`src/rtl/mm_pkg.sv`:
```
`default_nettype none
// ============================================================================
// Package     : mm_pkg
// Description : Shared constants, state type and result byte-position helper
//               for the matrix_mult sequencer (mm_seq_ctrl).
//               MM_ELEMS      - elements per 3x3 matrix
//               MM_LOAD_BYTES - operand bytes per frame (A then B)
//               MM_OUT_BYTES  - result bytes per frame (3 bytes per C entry)
// Revision    : 1.0 - initial release
// ============================================================================
package mm_pkg;

  localparam int MM_ELEMS         = 9;
  localparam int MM_LOAD_BYTES    = 18;
  localparam int MM_OUT_BYTES     = 27;
  localparam int MM_BYTES_PER_RES = 3;

  typedef enum logic [1:0] {
    LOAD  = 2'd0,
    RUN   = 2'd1,
    DRAIN = 2'd2
  } mm_seq_state_t;

  // Position of output byte k inside the C array: which element, which byte.
  typedef struct packed {
    logic [3:0] elem;
    logic [1:0] sel;
  } mm_byte_pos_t;

  function automatic mm_byte_pos_t mm_res_byte_pos(input logic [4:0] k);
    mm_byte_pos_t p;
    p.elem = 4'(k / 5'(MM_BYTES_PER_RES));
    p.sel  = 2'(k % 5'(MM_BYTES_PER_RES));
    return p;
  endfunction

endpackage
`default_nettype wire

```
`src/rtl/mm_result_serializer.sv`:
```
`default_nettype none
// ============================================================================
// Module      : mm_result_serializer
// Description : Holds the captured C matrix and streams it out as 27 bytes,
//               3 little-endian bytes per element, elements in index order.
//               Bits above RES_W read as zero.
// Ports       : clk, reset (async, active-low)
//               capture    - load C regs (or zeros when zero_fill) and start
//               zero_fill  - capture zeros instead of c_in
//               c_in       - engine results, element i at [i*RES_W +: RES_W]
//               out_ready  - sink accepts out_data
//               out_valid / out_data / out_last - result byte stream
//               frame_done - handshake on the final byte of the frame
// Revision    : 1.0 - initial release
// ============================================================================
module mm_result_serializer
  import mm_pkg::*;
#(
  parameter int RES_W = 18
) (
  input  logic                      clk,
  input  logic                      reset,
  input  logic                      capture,
  input  logic                      zero_fill,
  input  logic [MM_ELEMS*RES_W-1:0] c_in,
  input  logic                      out_ready,
  output logic                      out_valid,
  output logic [7:0]                out_data,
  output logic                      out_last,
  output logic                      frame_done
);

  localparam logic [4:0] c_LAST_IDX = 5'(MM_OUT_BYTES - 1);

  logic [MM_ELEMS*RES_W-1:0] r_c;
  logic [4:0]                r_idx;
  logic                      r_valid;

  mm_byte_pos_t              w_pos;
  logic [RES_W-1:0]          w_elem;
  logic [23:0]               w_wide;
  logic                      w_fire;

  assign w_fire     = r_valid & out_ready;
  assign frame_done = w_fire & (r_idx == c_LAST_IDX);
  assign out_valid  = r_valid;
  assign out_last   = r_valid & (r_idx == c_LAST_IDX);

  always_ff @(posedge clk or negedge reset) begin
    if (!reset) begin
      r_c     <= '0;
      r_idx   <= '0;
      r_valid <= 1'b0;
    end else if (capture) begin
      r_c     <= zero_fill ? '0 : c_in;
      r_idx   <= '0;
      r_valid <= 1'b1;
    end else if (w_fire) begin
      if (r_idx == c_LAST_IDX) begin
        r_idx   <= '0;
        r_valid <= 1'b0;
      end else begin
        r_idx   <= r_idx + 5'd1;
      end
    end
  end

  // Byte mux; index only moves on a handshake so data holds during stalls.
  always_comb begin
    w_pos  = mm_res_byte_pos(r_idx);
    w_elem = '0;
    for (int i = 0; i < MM_ELEMS; i++) begin
      if (w_pos.elem == 4'(i)) begin
        w_elem = r_c[i*RES_W +: RES_W];
      end
    end
    w_wide              = '0;
    w_wide[RES_W-1:0]   = w_elem;
    out_data            = 8'h00;
    if (r_valid) begin
      case (w_pos.sel)
        2'd0:    out_data = w_wide[7:0];
        2'd1:    out_data = w_wide[15:8];
        default: out_data = w_wide[23:16];
      endcase
    end
  end

endmodule
`default_nettype wire

```
`src/rtl/mm_seq_ctrl.sv`:
```
`default_nettype none
// ============================================================================
// Module      : mm_seq_ctrl
// Description : Byte-stream sequencer for the 3x3 matrix_mult engine. Loads
//               A (9 bytes) then B (9 bytes) row-major, pulses the engine
//               through its enable/done handshake, captures C and streams it
//               out as 27 result bytes.
// Ports       : clk, reset (async, active-low)
//               in_valid/in_data/in_ready    - operand byte stream
//               out_valid/out_data/out_last/out_ready - result byte stream
//               mm_enable/mm_a/mm_b/mm_c/mm_done - engine interface
//               busy - high unless idle in LOAD with nothing loaded
//               err  - sticky engine timeout flag
// Config      : MM_SEQ_TIMEOUT_EN - when defined, RUN aborts after
//               DONE_TIMEOUT cycles without mm_done, sets err and drains
//               27 zero bytes. Undefined: RUN waits forever, err is 0.
// Revision    : 1.0 - initial release
// ============================================================================
module mm_seq_ctrl
  import mm_pkg::*;
#(
  parameter int ELEM_W       = 8,
  parameter int RES_W        = 18,
  parameter int DONE_TIMEOUT = 32
) (
  input  logic                       clk,
  input  logic                       reset,
  input  logic                       in_valid,
  input  logic [ELEM_W-1:0]          in_data,
  output logic                       in_ready,
  output logic                       out_valid,
  output logic [7:0]                 out_data,
  output logic                       out_last,
  input  logic                       out_ready,
  output logic                       mm_enable,
  output logic [MM_ELEMS*ELEM_W-1:0] mm_a,
  output logic [MM_ELEMS*ELEM_W-1:0] mm_b,
  input  logic [MM_ELEMS*RES_W-1:0]  mm_c,
  input  logic                       mm_done,
  output logic                       busy,
  output logic                       err
);

  if (RES_W > 24) begin : g_res_w_check
    $error("mm_seq_ctrl: RES_W must fit in three result bytes");
  end
  if (DONE_TIMEOUT < 1) begin : g_timeout_check
    $error("mm_seq_ctrl: DONE_TIMEOUT must be at least 1");
  end

  localparam logic [4:0] c_LAST_LOAD = 5'(MM_LOAD_BYTES - 1);

  mm_seq_state_t              r_state;
  mm_seq_state_t              w_state_next;
  logic [4:0]                 r_ld_cnt;
  logic [MM_ELEMS*ELEM_W-1:0] r_a;
  logic [MM_ELEMS*ELEM_W-1:0] r_b;
  logic                       r_mm_enable;

  logic w_in_fire;
  logic w_capture;
  logic w_timeout;
  logic w_frame_done;

  assign in_ready  = (r_state == LOAD);
  assign w_in_fire = in_valid & in_ready;
  assign mm_enable = r_mm_enable;
  assign mm_a      = r_a;
  assign mm_b      = r_b;
  assign busy      = (r_state != LOAD) || (r_ld_cnt != 5'd0);

  // ---------------------------------------------------------------- FSM
  always_ff @(posedge clk or negedge reset) begin
    if (!reset) begin
      r_state     <= LOAD;
      r_mm_enable <= 1'b0;
    end else begin
      r_state     <= w_state_next;
      // Registered enable: rises with entry to RUN, drops as C is captured.
      r_mm_enable <= (w_state_next == RUN);
    end
  end

  always_comb begin
    w_state_next = r_state;
    w_capture    = 1'b0;
    case (r_state)
      LOAD: begin
        if (w_in_fire && (r_ld_cnt == c_LAST_LOAD)) begin
          w_state_next = RUN;
        end
      end
      RUN: begin
        // A real result wins over a coincident timeout.
        if (mm_done || w_timeout) begin
          w_capture    = 1'b1;
          w_state_next = DRAIN;
        end
      end
      DRAIN: begin
        if (w_frame_done) begin
          w_state_next = LOAD;
        end
      end
      default: w_state_next = LOAD;
    endcase
  end

  // ------------------------------------------------------- operand load
  always_ff @(posedge clk or negedge reset) begin
    if (!reset) begin
      r_ld_cnt <= '0;
      r_a      <= '0;
      r_b      <= '0;
    end else if (w_in_fire) begin
      for (int i = 0; i < MM_ELEMS; i++) begin
        if (r_ld_cnt == 5'(i)) begin
          r_a[i*ELEM_W +: ELEM_W] <= in_data;
        end
        if (r_ld_cnt == 5'(i + MM_ELEMS)) begin
          r_b[i*ELEM_W +: ELEM_W] <= in_data;
        end
      end
      r_ld_cnt <= (r_ld_cnt == c_LAST_LOAD) ? 5'd0 : r_ld_cnt + 5'd1;
    end
  end

  // ------------------------------------------------ engine done timeout
`ifdef MM_SEQ_TIMEOUT_EN
  localparam int                 c_WAIT_W    = $clog2(DONE_TIMEOUT + 1);
  localparam logic [c_WAIT_W-1:0] c_WAIT_LAST = c_WAIT_W'(DONE_TIMEOUT - 1);

  logic [c_WAIT_W-1:0] r_wait_cnt;
  logic                r_err;

  // Counts RUN cycles already spent; fires on the DONE_TIMEOUT-th one.
  assign w_timeout = (r_state == RUN) && (r_wait_cnt == c_WAIT_LAST);
  assign err       = r_err;

  always_ff @(posedge clk or negedge reset) begin
    if (!reset) begin
      r_wait_cnt <= '0;
      r_err      <= 1'b0;
    end else begin
      if ((r_state == RUN) && (w_state_next == RUN)) begin
        r_wait_cnt <= r_wait_cnt + c_WAIT_W'(1);
      end else begin
        r_wait_cnt <= '0;
      end
      if (w_timeout && !mm_done) begin
        r_err <= 1'b1;
      end else if (w_in_fire) begin
        r_err <= 1'b0;
      end
    end
  end
`else
  assign w_timeout = 1'b0;
  assign err       = 1'b0;
`endif

  // ------------------------------------------------- result serializer
  mm_result_serializer #(
    .RES_W (RES_W)
  ) u_serializer (
    .clk        (clk),
    .reset      (reset),
    .capture    (w_capture),
    .zero_fill  (w_timeout & ~mm_done),
    .c_in       (mm_c),
    .out_ready  (out_ready),
    .out_valid  (out_valid),
    .out_data   (out_data),
    .out_last   (out_last),
    .frame_done (w_frame_done)
  );

endmodule
`default_nettype wire
```
`config.mk`:
```
export PLATFORM = sky130hd
export DESIGN_NAME = mm_seq_ctrl
export DESIGN_NICKNAME = d
export VERILOG_FILES = /design/src/rtl/mm_pkg.sv /design/src/rtl/mm_result_serializer.sv /design/src/rtl/mm_seq_ctrl.sv
export SDC_FILE = /design/constraint.sdc
export NUM_CORES = 1
export LEC_CHECK = 0
export BUFFER_PORTS_ARGS = -buffer_cell sky130_fd_sc_hd__buf_2
export CORE_UTILIZATION = 58
export CTS_BUF_LIST = sky130_fd_sc_hd__clkbuf_16
export DETAILED_ROUTE_END_ITERATION = 8
export HOLD_SLACK_MARGIN = 0.12
export MAX_ROUTING_LAYER = met4
export PLACE_DENSITY = 0.89
export SETUP_SLACK_MARGIN = 0.1
export SLEW_MARGIN = 20
export SYNTH_ARGS = -nofsm -noshare
export SYNTH_HDL_FRONTEND = slang
export SYNTH_SLANG_ARGS = --single-unit
```
`constraint.sdc`:
```
create_clock -name clk -period 7 [get_ports clk]
set_input_delay 0.35 -clock clk [delete_from_list [all_inputs] [get_ports clk]]
set_output_delay 0.35 -clock clk [all_outputs]
set_load 0.02 [all_outputs]
```
# Word level (Yosys, flattened, before mapping)
# Index checks and enable logic that the tools add are counted.
[word_totals]
register_bits = 320
latch_bits = 0
mem_bits_rw = 0
mem_bits_ro = 0
inputBits = 175
output_inout_bits = 158
word_cells = 115
n_memories = 0
[classes]
add_sub_neg = 2
n_mul = 0
div = 2
n_lt_le_gt_ge = 0
eq_ne = 30
n_shift = 0
n_mux = 24
bitwise = 4
n_reduce_logical = 29
[ops]
columns = ["cell", "count"]
rows = [
  ["2-to-1 mux 18 bit", 9],
  ["equality test 5 x 4 -> 1 bit, second input constant", 8],
  ["AND reduction 2 bit", 19],
  ["equality test 5 x 3 -> 1 bit, second input constant", 4],
  ["2-to-1 mux 5 bit", 4],
  ["equality test 4 x 3 -> 1 bit, second input constant", 4],
  ["case mux 8 bit (2 select lines)", 1],
  ["equality test 5 bit, second input constant", 3],
  ["adder 5 x 1 -> 5 bit, second input constant", 2],
  ["equality test 5 x 2 -> 1 bit, second input constant", 2],
  ["equality test 4 x 2 -> 1 bit, second input constant", 2],
  ["2-to-1 mux 8 bit", 1],
  ["equality test 2 x 1 -> 1 bit, second input constant", 3],
  ["2-to-1 mux 2 bit", 3],
  ["case mux 2 bit (3 select lines)", 1],
  ["nonzero test 2 bit", 3],
  ["divider 5 x 2 -> 5 bit, second input constant", 1],
  ["equality test 5 x 1 -> 1 bit, second input constant", 1],
  ["zero test 5 bit", 1],
  ["modulo 5 x 2 -> 5 bit, second input constant", 1],
  ["2-to-1 mux 1 bit", 5],
  ["nonzero test 5 bit", 1],
  ["AND 1 bit", 4],
  ["equality test 4 x 1 -> 1 bit, second input constant", 1],
  ["6 further kinds", 7],
]

# Logic depth before layout (Yosys ltp)
# Gate-level depths: netlist of the first run.
[logic_depth]
depth_word = 13
ltp_mapped = 20
ltp_nobuf = 15

# Cells and area by module
# Synthesis of the first run repeated with hierarchy kept, for this count alone.
[unflattened]
hier_cells = 1410
hier_area_um2 = 14527.7
[modules_own_cells]
columns = ["mod", "instances", "cells_per_inst", "area_per_inst_um2", "seq_area_each_um2"]
rows = [
  ["mm_result_serializer", 1, 1038, 8438.1, 4204.0],
  ["mm_seq_ctrl", 1, 372, 6089.6, 3803.6],
]

# Worst setup path before layout of the first run
# OpenSTA, ideal clock, no wires.
[synth_path]
kind = "register -> output"
from = "register u_serializer.r_idx[3]"
to = "output port out_data[4]"
t_arrival_ns = 4.102
required_time_ns = 6.650
path_slack_ns = 2.548
stages_incl_launch_ff = 18
n_path_buf = 5
cell_sequence = "dfrtp_1 > buf_2 > buf_2 > clkbuf_1 > ha_1 > buf_4 > or2_1 > o221a_2 > nor2_1 > mux2_2 > ha_1 > a31oi_1 > a311oi_2 > buf_2 > a22oi_1 > o2111ai_1 > a221oi_1 > o32ai_1"
[synth_via]
elab_chain_len = 13
word_cells_on_any_way = 24
cone_classes = "div (2); eq/ne (9); mux (11); reduce/logical (2)"
[synth_lines]
columns = ["element", "line", "source"]
rows = [
  ["start: declaration", "mm_result_serializer.sv:36", "logic [4:0] r_idx;"],
  ["start signal: assignment", "mm_result_serializer.sv:63", "r_idx <= r_idx + 5'd1;"],
  ["divider 5 x 2 -> 5 bit", "mm_pkg.sv:32", "p.elem = 4'(k / 5'(MM_BYTES_PER_RES));"],
  ["zero test 4 bit", "mm_result_serializer.sv:73", "if (w_pos.elem == 4'(i)) begin"],
  ["2-to-1 mux 18 bit (9 in a row)", "mm_result_serializer.sv:73", ""],
  ["case mux 8 bit (2 select lines) *", "mm_result_serializer.sv:81", "case (w_pos.sel)"],
  ["2-to-1 mux 8 bit *", "mm_result_serializer.sv:80", "if (r_valid) begin"],
  ["end: declaration", "mm_seq_ctrl.sv:32", "output logic [7:0] out_data,"],
]
# Mark *: on every way between the ends. The rest lies on a longest branch, timed or not.

# Worst setup path in the final report of the first run
# Same ends and word-level chain as after synthesis.

==> results of run 1 <==
-- cells in the final DEF (no fill, tap or decap), drive strengths merged, types with 24 or more instances in the layout --
cell type / netlist / routed
inv: 19 / 31
clkbuf: 59 / 35
mux2i: 24 / 24
dlygate4sd3: 0 / 163
nand2: 527 / 527
dfrtp: 320 / 320
a21oi: 28 / 28
mux2: 146 / 146
buf: 23 / 340
o21ai: 30 / 30
-- routing by layer --
metal | track usage [%] | up-vias | routed length (um)
met2 | 68.38 | 1012 | 24470
met4 | 26.74 | 0 | 3848
met1 | 47.76 | 6366 | 17830
met3 | 10.50 | 306 | 5213
li1 | - | 5615 | -
met5 | - | - | 0
-- path summary, 6_finish.rpt --
check	from	to	slack, ps	depth (start not counted)
max	u_serializer.r_idx[3]	out_data[4]	710	13
min	mm_done	mm_enable	180	3
max reg2reg	r_state[0]	mm_a[48]	4260	5
min reg2reg	u_serializer.r_c[102]	u_serializer.r_c[102]	480	2
max in group asynchronous	reset	mm_b[14]	5140	3
min in group asynchronous	reset	u_serializer.r_c[94]	430	2
-- state kept, by name, summed over array words and instances (netlist names) --
signal,cells
mm_a,72
mm_enable,1
r_ld_cnt,5
u_serializer.out_valid,1
u_serializer.r_c,162
mm_b,72
u_serializer.r_idx,5
r_state,2
-- report_power, final --
part / internal (mW) / total, mW / switching [mW]
clock: 0.979 / 1.73 / 0.753
sequential: 2.50 / 3.04 / 0.541
combinational: 1.28 / 3.32 / 2.04
-- cell families (layout without fill, tap and decap cells) --
family / count (synthesis) / in the layout / share of synthesized area [%]
and+or+nand+nor: 620 / 620 / 17.73
AOI/OAI and AO/OA: 164 / 164 / 8.552
xor gates and xnor gates: 2 / 2 / 0.1228
buffers and inverters: 101 / 580 / 3.263
DFF: 320 / 320 / 56.14
adders and majority gates: 11 / 11 / 0.9648
other: 1 / 10 / 0.02629
muxes: 170 / 170 / 13.21
-- cell type report --
type	instances	area, um^2
flip-flops and latches	320	8008
multi-input cells	968	5801
fillers	1459	5532
repair buffers	503	3378
clock buffers	35	875.8
well taps	324	405.4
clock inverters	23	155.1
inverters	19	71.32
diodes	9	22.52
-- worst register-to-register path, cell delays in order (launching register included) --
cell	delay, ps
dfrtp_1	430
nor2_1	300
nand2_1	200
nor4b_1	770
nand2_1	490
mux2_2	420
-- stage by stage --
step / total power, mW / hold WS (ps) / cell area [um^2] / util [%] / std cells
final: 8.097 / 185.0 / 18720 / 77.19 / 2201
after detailed placement: 6.120 / 375.3 / 16030 / 66.11 / 1971
after global placement: 6.002 / 366.7 / 16030 / 66.11 / 1971
after CTS: 7.940 / 165.5 / 18690 / 77.09 / 2192
after global routing: 8.426 / 204.3 / 18720 / 77.19 / 2201
after floorplan: 5.061 / 54.41 / 14260 / - / 1389
==> metrics, run 1 <==
top cell type's share of synthesized area 56.14%; hpwl dp a little over 30,000 um; Critical Path Max Stage Delay slightly above 900 ps; Worst Slack Setup Final between 700 and 800 ps; Synth Register Bits 320; run status completed; die height about 160 um; die area ~0.025 mm^2; most common cell in the netlist nand2_1; clock-pin slew on the worst setup and hold paths ~60 ps; initial core utilization ~59%; CTS buffer count 35; Vias roughly 13,000; pre-CTS WS approximately 1400 ps; Cell Rows 57; Lkg Pwr 9.765 nW; RSZ-0062 raised after global routing false; Tcrit/Tclk final about nine tenths; Worst EP required 6650 ps; Syn Inst Count approximately 1,400; clock sink total 320; crit path capture type output port; EDFF count, synth 0; CTS tree built; via density per instance roughly 6; clk_lat worst skew about 510 ps; PwrDens 432.6 mW/mm^2; most used cell along the critical path ha_1; hold buffers post-CTS ~160; Routed WL 51,360 um; CP cell instances ha_1 > nor3_1 > a311oi_2 > nor2_1 > mux2_2 > ha_1 > a311oi_4 > and3_2 > mux2i_1 > o2111ai_1 > a221oi_1 > o32ai_1 > buf_2; first-pass iteration count of the detailed router 6; Main synth FF type dfrtp_1; VDD IR max between 0.3 and 0.4 mV; startpoint types flip-flop; GP Congestion a little over 1; family with the most delay on the worst path compound AO/OA/AOI/OAI gates; post-synthesis cell type with the largest combined area dfrtp_1; register area share after synthesis between 50% and 60%; layout cell share with drive strength beyond 1 roughly 29%; postcts setup bufs 0; Arrival @ worst endpoint about 5900 ps; Post-synth top cells nand2_1 (527), dfrtp_1 (320), mux2_2 (146); critical path class reg -> out; antenna violations before repair 9; Async SR Flop Fraction 100.0%; Yosys Warn Count 0; vias in the first global route 14,081; Layout Area Growth over Synthesis 31.21%; maximum clock insertion buffer count 3; crit-path max FO 33; Slew headroom 24.54%; GR Overflow Total 0; I/O Buffers ~330; global-route usage over all layers between 40% and 50%; Die X ~160 um; layout net count roughly 2,000; drt drc 0; fin. max-slew vios 0; CP Buf/Inv Count 1; Mapped Area 0.01426 mm^2; FMAX approximately 160 MHz; first-pass GRT wire length 79,670 um; max_cap viols 0; final hold vios 0; core area roughly 0.024 mm^2; CTS resizes 0; TNS Setup 0 ps; Final setup viols 0; clock root cell clkbuf_16; Antenna Violating Nets Remaining 0; critical path's slowest cell and3_2; largest net degree at the start of global routing roughly 170; clock period minus worst slack roughly 6300 ps; H-tree depth 2; Min-Delay Path Class in -> reg; worst slew pin tran ~1100 ps; Worst Skew around 8.5 ps; syn nets around 1,600; wire length per cell between 20 and 25 um; Yosys cell types 74; syn_area_per_cell roughly 10 um^2; top post-synthesis cells by area dfrtp_1 (56%), nand2_1 (14%), mux2_2 (12%), mux2i_1 (1.7%), clkbuf_1 (1.6%); initial DRC count about 1,600; # IOs approximately 330
No activity file was read; power rests on OpenSTA's default activity.
==> run 2: changes to the inputs <==
--- a/config.mk
+++ b/config.mk
@@ -5,13 +5,13 @@
 export SDC_FILE = /design/constraint.sdc
 export NUM_CORES = 1
 export LEC_CHECK = 0
-export BUFFER_PORTS_ARGS = -buffer_cell sky130_fd_sc_hd__buf_2
-export CORE_UTILIZATION = 58
+export CORE_UTILIZATION = 65
 export CTS_BUF_LIST = sky130_fd_sc_hd__clkbuf_16
 export DETAILED_ROUTE_END_ITERATION = 8
+export DONT_BUFFER_PORTS = 1
 export HOLD_SLACK_MARGIN = 0.12
 export MAX_ROUTING_LAYER = met4
-export PLACE_DENSITY = 0.89
+export PLACE_DENSITY = 0.85
 export SETUP_SLACK_MARGIN = 0.1
 export SLEW_MARGIN = 20
 export SYNTH_ARGS = -nofsm -noshare
==> metrics, run 2 (synthesis results as in run 1) <==
fin. max-slew vios 0 (unchanged); crit-path max FO 18 (-45%); commonest non-fill, non-tap cell in the layout nand2_1; Arrival @ worst endpoint 5850 ps (-90 ps); hold buffers post-CTS 172 (+5.5%); TNS Setup 0 ps (unchanged); GRT busiest layer met2; Min-Delay Path Class in -> async; Biggest register u_serializer.r_c; first-pass iteration count of the detailed router 5 (-1); Final setup viols 0 (unchanged); CTS resizes 0 (unchanged); PwrDens 444.5 mW/mm^2 (+2.7%); clock share of power 21.4% (about the same); CTS tree built; met2 GRT Util 67.11% (-1.3 points); run status complete, but fails checks; most used cell along the critical path o22ai_1; Worst Skew 15.23 ps (+6.687 ps); crit path capture type output port; most frequent cells in the layout nand2_1 (527), dfrtp_1 (320), dlygate4sd3_1 (172); FMAX 161.3 MHz (+1.5%); switch share 42.00% (+0.84 points); largest net degree at the start of global routing 321 (+84%); Internal 4.393 mW (-7.8%); Critical Path Max Stage Delay 690 ps (-230 ps); RSZ-0062 raised after global routing false; max FFs per register 162 (unchanged); Tcrit/Tclk final 88.54% (-1.3 points); postcts setup bufs 0 (unchanged); initial core utilization 67.01% (+8.2 points); Vias 11,694 (-12%); Die X 150.1 um (-5.5%); via density per instance 6.387 (+5.7%); final hold vios 320 (+320); worst slew pin tran 903.8 ps (-224.0 ps); Comb power frac 31.8% (-9.2 points); critical path class reg -> out; Layout Area Growth over Synthesis 19.45%; clock sink total 320 (unchanged); # fillers 1,171 (-20%); Seq pwr share 46.8% (+9.2 points); Routed WL 45,810 um (-11%); design area 0.01704 mm^2 (-9.0%); GR Overflow Total 0 (unchanged); VDD IR max 0.2923 mV (-17%); met1 GRT Util 49.80% (+2.0 points); max_cap viols 0 (unchanged); clock root cell clkbuf_16; clk_lat worst skew 570 ps (+60 ps); worst r2r path cells 5 (unchanged); Worst EP required 6650 ps (about the same); global-route usage over all layers 42.34% (-0.21 points); Sw Pwr 3.181 mW (-4.5%); critical path's slowest cell dfrtp_1; die height 150.1 um (-5.5%); startpoint types flip-flop; wire length per cell 25.02 um (+7.2%); clock-pin slew on the worst setup and hold paths 60 ps (about the same); maximum clock insertion buffer count 3 (unchanged); violated checks negative hold slack; initial DRC count 1,028 (-35%); clock period minus worst slack 6198 ps (-90.83 ps); hpwl dp 27,380 um (-9.2%); CTS buffer count 31 (-11%); core area 0.02129 mm^2 (-12%); Area after DPL 0.01434 mm^2 (-11%); GP Congestion 0.9755 (-3.3%); H-tree depth 1 (-1); Lkg Pwr 8.357 nW (-14%); first-pass GRT wire length 69,100 um (-13%); I/O Buffers 0 (-100%); Cell Rows 53 (-7.0%); layout net count 1,714 (-16%); Slew headroom 39.56% (+15 points); Antenna Violating Nets Remaining 0 (unchanged); vias in the first global route 12,125 (-14%); met3 Use GR 12.42% (+1.9 points); drt drc 0 (unchanged); CP cell instances inv_1 > ha_1 > a21o_1 > a311oi_2 > nor2_1 > mux2_2 > ha_1 > a311oi_4 > and3_2 > buf_4 > mux2i_1 > o22ai_1 > o22ai_1 > o22ai_1; WHS -508.5 ps (-693.4 ps); # IOs 333 (unchanged); antenna violations before repair 2 (-7); die area 0.02254 mm^2 (-11%); layout cell share with drive strength beyond 1 14.55% (-15 points)
-- run 2: cell types whose count changed in the layout (fill, tap and decap cells not counted) --
cell / before / now
inv_1: 27 / 25
buf_2: 330 / 0
buf_8: 1 / 0
clkinv_1: 6 / 7
diode_2: 9 / 3
clkbuf_16: 35 / 31
clkinv_2: 2 / 3
clkinv_4: 0 / 1
buf_6: 0 / 1
clkinvlp_4: 1 / 4
buf_4: 8 / 15
dlygate4sd3_1: 163 / 172
buf_12: 1 / 0
-- run 2: final timing paths --
| check | slack (ps) | to | from |
|---|---|---|---|
| worst min register to register | 470 | u_serializer.r_c[74] | u_serializer.r_c[74] |
| worst max-delay path | 800 | out_data[5] | u_serializer.r_idx[1] |
| worst max register to register | 3850 | mm_a[46] | r_state[0] |
| max in group asynchronous | 7080 | mm_b[12] | reset |
| worst min-delay path | -510 | u_serializer.r_c[102] | reset |
| min in group clk | 170 | r_ld_cnt[0] | in_valid |
-- run 2: power by group through the flow --
stage | clock network [mW] | registers (mW) | logic, mW
after floorplan | 0 | 3.26 | 1.80
after global placement | 0 | 3.51 | 2.13
after detailed placement | 0 | 3.52 | 2.20
final | 1.62 | 3.55 | 2.41
after global routing | 1.70 | 3.60 | 2.58
after CTS | 1.61 | 3.51 | 2.32
-- run 2: worst max-delay path: cells and delay by family, from the launching register on --
family / cells / cell delay [ps]
adder cells (fa/ha/maj): 2 / 600
flip-flops: 1 / 690
buffers and inverters: 2 / 640
AO/OA/AOI/OAI: 6 / 2080
multiplexers: 2 / 450
AND/OR/NAND/NOR: 2 / 810
-- run 2: final cells by class --
cell class / count / area (um^2) / share of cell area [%]
antenna: 3 / 7.507 / 0.04406
multi-input combinational: 968 / 5801 / 34.04
clock buffer: 31 / 775.7 / 4.552
tap: 275 / 344.1 / 2.019
sequential: 320 / 8008 / 46.99
clock inverter: 27 / 187.7 / 1.101
inverter: 19 / 71.32 / 0.4185
timing repair buffer: 188 / 1846 / 10.83
-- run 2: through the flow --
stage                     worst slack [ps]  hold slack, ps  total power, mW  cells  utilization, %
after global placement                1630           63.13            5.634   1598           67.38
final                                801.9          -508.5            7.574   1831           80.05
after floorplan                       2548           54.41            5.061   1389               -
after global routing                 407.6          -530.1            7.877   1830           80.04
after CTS                            873.2          -528.0            7.437   1828           80.00
after detailed placement              1522           63.25            5.716   1598           67.38
-- run 2: routing by layer --
layer  wire length [um]  up-vias
li1                   -     4981
met1              16500     5738
met2              21960      788
met3               4929      187
met4               2424        0
met5                  0        -
